--- src/rtl/multiword_add_ctrl_if.sv ---
//------------------------------------------------------------------------------
// multiword_add_ctrl_if : request/result handshake bundle for multiword_add_ctrl
// Rev 1.0
//------------------------------------------------------------------------------
`default_nettype none

interface multiword_add_ctrl_if;
  logic        in_valid;
  logic        in_ready;
  logic [63:0] op_a;
  logic [63:0] op_b;
  logic        sub;
  logic        cin;
  logic        out_valid;
  logic        out_ready;
  logic [63:0] sum;
  logic        cout;
  logic        ovf;
  logic        busy;

  modport master (
    output in_valid, op_a, op_b, sub, cin, out_ready,
    input  in_ready, out_valid, sum, cout, ovf, busy
  );

  modport slave (
    input  in_valid, op_a, op_b, sub, cin, out_ready,
    output in_ready, out_valid, sum, cout, ovf, busy
  );
endinterface

`default_nettype wire

--- src/rtl/multiword_add_ctrl.sv ---
//------------------------------------------------------------------------------
// multiword_add_ctrl : 64-bit add/sub built from one 16-bit slice, 4 cycles/op
// Rev 1.0
//------------------------------------------------------------------------------
`default_nettype none

module multiword_add_ctrl (
  input  logic                  clk,
  input  logic                  rst,
  multiword_add_ctrl_if.slave   bus_io
);

  typedef enum logic [1:0] {
    IDLE = 2'd0,
    RUN  = 2'd1,
    DONE = 2'd2
  } state_t;

  state_t      state_q, state_d;
  logic [63:0] a_q, a_d;
  logic [63:0] b_q, b_d;
  logic        carry_q, carry_d;
  logic [1:0]  idx_q, idx_d;
  logic [63:0] sum_q, sum_d;
  logic        cout_q, cout_d;
  logic        ovf_q, ovf_d;

  logic [15:0] w_a_word;
  logic [15:0] w_b_word;
  logic [16:0] w_slice;

  // The single shared slice; b_q already holds the effective (possibly inverted) B.
  assign w_a_word = a_q[{idx_q, 4'd0} +: 16];
  assign w_b_word = b_q[{idx_q, 4'd0} +: 16];
  assign w_slice  = {1'b0, w_a_word} + {1'b0, w_b_word} + {16'd0, carry_q};

  always_ff @(posedge clk) begin
    if (rst) begin
      state_q <= IDLE;
      a_q     <= 64'd0;
      b_q     <= 64'd0;
      carry_q <= 1'b0;
      idx_q   <= 2'd0;
      sum_q   <= 64'd0;
      cout_q  <= 1'b0;
      ovf_q   <= 1'b0;
    end else begin
      state_q <= state_d;
      a_q     <= a_d;
      b_q     <= b_d;
      carry_q <= carry_d;
      idx_q   <= idx_d;
      sum_q   <= sum_d;
      cout_q  <= cout_d;
      ovf_q   <= ovf_d;
    end
  end

  always_comb begin
    state_d = state_q;
    a_d     = a_q;
    b_d     = b_q;
    carry_d = carry_q;
    idx_d   = idx_q;
    sum_d   = sum_q;
    cout_d  = cout_q;
    ovf_d   = ovf_q;

    case (state_q)
      IDLE: begin
        if (bus_io.in_valid) begin
          a_d     = bus_io.op_a;
          b_d     = bus_io.sub ? ~bus_io.op_b : bus_io.op_b;
          carry_d = bus_io.sub ? 1'b1 : bus_io.cin;
          idx_d   = 2'd0;
          state_d = RUN;
        end
      end
      RUN: begin
        sum_d[{idx_q, 4'd0} +: 16] = w_slice[15:0];
        carry_d = w_slice[16];
        if (idx_q == 2'd3) begin
          // idx stays at 3 until the next acceptance reloads it.
          state_d = DONE;
          cout_d  = w_slice[16];
          ovf_d   = (a_q[63] == b_q[63]) && (w_slice[15] != a_q[63]);
        end else begin
          idx_d = idx_q + 2'd1;
        end
      end
      DONE: begin
        if (bus_io.out_ready) begin
          state_d = IDLE;
        end
      end
      default: begin
        state_d = IDLE;
      end
    endcase
  end

  assign bus_io.in_ready  = (state_q == IDLE);
  assign bus_io.out_valid = (state_q == DONE);
  assign bus_io.busy      = (state_q != IDLE);
  assign bus_io.sum       = sum_q;
  assign bus_io.cout      = cout_q;
  assign bus_io.ovf       = ovf_q;

endmodule

`default_nettype wire
--- src/flat_wrapper.sv ---
// flat-port wrapper written by rule: the top's interface ports become plain ports
module multiword_add_ctrl_flat 
  (clk, rst, bus_io_in_valid, bus_io_op_a, bus_io_op_b, bus_io_sub, bus_io_cin, bus_io_out_ready, bus_io_in_ready, bus_io_out_valid, bus_io_sum, bus_io_cout, bus_io_ovf, bus_io_busy);
  multiword_add_ctrl_if bus_io_i ();
  input  logic clk;
  input  logic rst;
  input wire logic [$bits(bus_io_i.in_valid)-1:0] bus_io_in_valid;
  input wire logic [$bits(bus_io_i.op_a)-1:0] bus_io_op_a;
  input wire logic [$bits(bus_io_i.op_b)-1:0] bus_io_op_b;
  input wire logic [$bits(bus_io_i.sub)-1:0] bus_io_sub;
  input wire logic [$bits(bus_io_i.cin)-1:0] bus_io_cin;
  input wire logic [$bits(bus_io_i.out_ready)-1:0] bus_io_out_ready;
  output wire logic [$bits(bus_io_i.in_ready)-1:0] bus_io_in_ready;
  output wire logic [$bits(bus_io_i.out_valid)-1:0] bus_io_out_valid;
  output wire logic [$bits(bus_io_i.sum)-1:0] bus_io_sum;
  output wire logic [$bits(bus_io_i.cout)-1:0] bus_io_cout;
  output wire logic [$bits(bus_io_i.ovf)-1:0] bus_io_ovf;
  output wire logic [$bits(bus_io_i.busy)-1:0] bus_io_busy;
  assign bus_io_i.in_valid = bus_io_in_valid;
  assign bus_io_i.op_a = bus_io_op_a;
  assign bus_io_i.op_b = bus_io_op_b;
  assign bus_io_i.sub = bus_io_sub;
  assign bus_io_i.cin = bus_io_cin;
  assign bus_io_i.out_ready = bus_io_out_ready;
  assign bus_io_in_ready = bus_io_i.in_ready;
  assign bus_io_out_valid = bus_io_i.out_valid;
  assign bus_io_sum = bus_io_i.sum;
  assign bus_io_cout = bus_io_i.cout;
  assign bus_io_ovf = bus_io_i.ovf;
  assign bus_io_busy = bus_io_i.busy;
  multiword_add_ctrl u_core (.clk(clk), .rst(rst), .bus_io(bus_io_i));
endmodule
--- config.mk ---
export PLATFORM = sky130hd
export DESIGN_NAME = multiword_add_ctrl_flat
export DESIGN_NICKNAME = d
export VERILOG_FILES = /design/src/rtl/multiword_add_ctrl_if.sv /design/src/rtl/multiword_add_ctrl.sv /design/src/flat_wrapper.sv
export SDC_FILE = /design/constraint.sdc
export NUM_CORES = 1
export LEC_CHECK = 0
export ABC_CLOCK_PERIOD_IN_PS = 3600
export CORE_MARGIN = 3
export CORE_UTILIZATION = 46
export CTS_CLUSTER_SIZE = 20
export DETAILED_ROUTE_END_ITERATION = 8
export PLACE_DENSITY = 0.83
export SYNTH_ARGS = -nofsm -noshare
export SYNTH_HDL_FRONTEND = slang
export SYNTH_SLANG_ARGS = --single-unit
--- constraint.sdc ---
create_clock -name clk -period 3.6 [get_ports clk]
set_input_delay 0.9 -clock clk [delete_from_list [all_inputs] [get_ports clk]]
set_output_delay 0.9 -clock clk [all_outputs]
set_load 0.01 [all_outputs]
==> impl_results.md <==
- Status: finished, final reports clean
- Cell Pwr Density: approximately 440 mW/mm^2
- Total negative slack: 0 ps
- Vias per std cell: roughly 5.6
- Int Pwr: about 3.7 mW
- Worst r2r dst: u_core.bus_io.ovf$_SDFFE_PP0P_
- Hold Crit Class: reg -> reg
- Flop-to-flop setup slack: approximately 350 ps
- Port-buffer cells: 202
- Min Tclk post-route: between 3000 and 4000 ps
- RR Startpoint: u_core.idx_q[0]$_SDFFE_PP0P_
- Share of cells above drive strength 1: under 10%
- # H-tree levels: 4
- Endpoints failing hold: 0
- Routability cong.: 0.9116
- Final design utilization: between 60% and 70%
- Top cell type's share of synthesized area: a little over two fifths
- Setup Skew: approximately 8.6 ps
- Reg2reg path depth: 9
- DR pass1 iterations: 6
- EDFF count, synth: 0
- Synth Area per Inst: roughly 9.1 um^2
- WP data arrival: between 3000 and 4000 ps
- Synth warn: 0
- Sequential power share: between 40% and 50%
- Most common cell after layout, fill and taps aside: clkdlybuf4s50_1
- Initial antenna violation count: 0
- Row cnt: 51
- Register area: 0.003986 mm^2
- Post-synthesis async set-or-reset flop share: 0%
- RSZ-0062 raised after global routing: no
- Final setup viols: 0
- CP max FO: 18
- Clock tree buffer depth: 2
- Reg clk slew, reported paths: 80 ps
- Wire length per cell: 17.63 um
- Ports: around 200
- Core Box Area: between 0.015 and 0.02 mm^2
- Initial DRC count: roughly 600
- Global Route Usage Sum: 23.28%
- Max Cap Viol: 0
- Die Span Y: 147.5 um
- Clock buffer count from CTS: 17
- Drc violations: 0
- Syn Inst Count: roughly 1.0k
- P_sw: approximately 1.5 mW
- Inserted Diodes: 0
- Synth area leaders: dfxtp_1 43%, mux4_2 7.8%, xnor2_1 6.8%, nand2_1 5.8%, nor2_1 5.4%
- Critical path data required time: 3950 ps
- Min-Delay Startpoint: u_core.a_q[8]$_SDFFE_PP0P_
- Clk sinks: about 200
- Initial Util: 47.01%
- P_leak: around 4.3 nW
- Filler Cells Inserted: around 1.6k
- Total Routed Length: 25.52 mm
- FMAX: between 0.3 and 0.4 GHz
- Overall die area: roughly 0.022 mm^2
- CP endpoint kind: flop
- Relative slew slack: 39.27%
- Clock power frac: between 30% and 40%
- Root Driver: clkbuf_16
- PostCTS Resize Cnt: 0
- Via count: between 8k and 9k
- FF+latch count, synth: approximately 200
- Synthesized area: slightly above 0.009 mm^2
- Pre-CTS WS: approximately 380 ps
- CTS tree: done
- Overflow left after global routing: 0
- Sequential fraction of the synthesis area: roughly 43%
- Global-route wire length before repair: between 40 and 50 mm
- Die Wd: approximately 150 um
- Switching share of power: 28.44%
- Detailed placement HPWL: 18.89 mm
- Commonest cells after routing, fill and taps aside: 200 x clkdlybuf4s50_1, 197 x dfxtp_1, 142 x nand2_1
- Syn nets: between 1k and 1.5k
- Synth unique cells: 61
- Routed Antenna Nets: 0
- Pin count of the biggest net entering global routing: about 130
- Number of global-route vias before repair: 7761
- Crit start category: flop
- CP Class: reg -> reg
- Area of the multi-input gates: 0.004862 mm^2
- Final Max Tran Viols: 0
- Worst skew pair latency: ~440 ps
- Hold Path End: u_core.a_q[8]$_SDFFE_PP0P_
- Fin nets: 1327
- Comb pwr share: roughly 18%
- Area leader, netlist: dfxtp_1
- Area Growth Syn to Fin: 30.23%
- Ys flop type: dfxtp_1
- Worst Hold Depth: 2
- Maximum VDD drop: ~0.00037 V
- Period utilization: around nine tenths
- Post-route worst setup slack: roughly 350 ps
- CTS hold repair buffers: 0
- Worst Tran Pin Value: between 900 and 1000 ps
- Post-CTS Setup Inserts: 0
- Total chip power: between 5 and 6 mW
==> registers in the layout (all words and copies together) (netlist names) <==
signal              flops
u_core.a_q             64
u_core.b_q             64
u_core.bus_io.sum      64
u_core.idx_q            2
u_core.state_q          2
u_core.bus_io.cout      1
u_core.bus_io.ovf       1
u_core.carry_q          1
==> power by group through the flow <==
stage | Combinational [mW] | Sequential (mW) | Clock, mW
final | 0.944 | 2.39 | 1.90
after detailed placement | 0.938 | 2.44 | 0
after global routing | 1.03 | 2.40 | 2.01
after CTS | 0.943 | 2.39 | 1.92
after floorplan | 0.581 | 2.41 | 0
after global placement | 0.922 | 2.43 | 0
==> worst max-delay path by stage <==
stage | slack [ps] | to | from | cells past startpoint
CTS | 370 | u_core.bus_io.sum[30]$_SDFFE_PP0P_ | u_core.idx_q[0]$_SDFFE_PP0P_ | 9
detailed placement | 380 | u_core.bus_io.sum[30]$_SDFFE_PP0P_ | u_core.idx_q[0]$_SDFFE_PP0P_ | 9
floorplan | 200 | u_core.bus_io.sum[46]$_SDFFE_PP0P_ | u_core.idx_q[0]$_SDFFE_PP0P_ | 10
global route | 180 | u_core.bus_io.ovf$_SDFFE_PP0P_ | u_core.idx_q[0]$_SDFFE_PP0P_ | 9
global placement | 440 | u_core.bus_io.sum[30]$_SDFFE_PP0P_ | u_core.idx_q[0]$_SDFFE_PP0P_ | 9
finish | 350 | u_core.bus_io.ovf$_SDFFE_PP0P_ | u_core.idx_q[0]$_SDFFE_PP0P_ | 9
==> critical path, stage by stage, from the launching register on <==
cell	delay, ps
dfxtp_2	390
buf_4	310
mux4_2	570
ha_1	380
a21oi_1	240
o21ai_0	160
a21oi_1	210
a21boi_0	160
or4_1	480
a311oi_1	260
==> metrics by stage <==
stage               hold WS (ps)  area (um^2)  std cells
floorplan                  433.1         9209       1014
global placement           438.4        11410       1416
detailed placement         446.1        11410       1416
CTS                        456.5        11990       1448
global route               473.0        11990       1448
finish                     453.2        11990       1448
==> cell usage after synthesis, types with 20 or more instances <==
cell type,n
a211oi_1,64
a21oi_1,88
a22oi_1,28
clkbuf_1,59
dfxtp_1,199
ha_1,21
mux4_2,32
nand2_1,143
nand3b_1,20
nor2_1,133
o21ai_0,23
xnor2_1,71
==> final cells by class <==
class | instances | share of cell area, %
Multi-Input combinational cell | 725 | 40.54
Sequential cell | 199 | 33.24
Timing Repair Buffer | 216 | 18.25
Clock buffer | 17 | 3.547
Tap cell | 265 | 2.765
Clock inverter | 15 | 1.315
Inverter | 11 | 0.3443
==> cell families after synthesis <==
| logic type | share of synthesized area [%] |
|---|---|
| flops | 43.26 |
| simple gates | 17.24 |
| buf+inv | 3.995 |
| compound gates | 17.23 |
| mux | 8.043 |
| fa+ha+maj | 3.288 |
| xor+xnor | 6.943 |
==> routing by layer <==
metal	vias up	share of wire, %	global-route usage, %
li1	3881	-	-
met1	3806	43	31.35
met2	321	49	39.26
met3	34	6.4	3.617
met4	0	1.9	6.431
met5	-	0	0
Note: power is estimated with default switching activity, not from simulation.
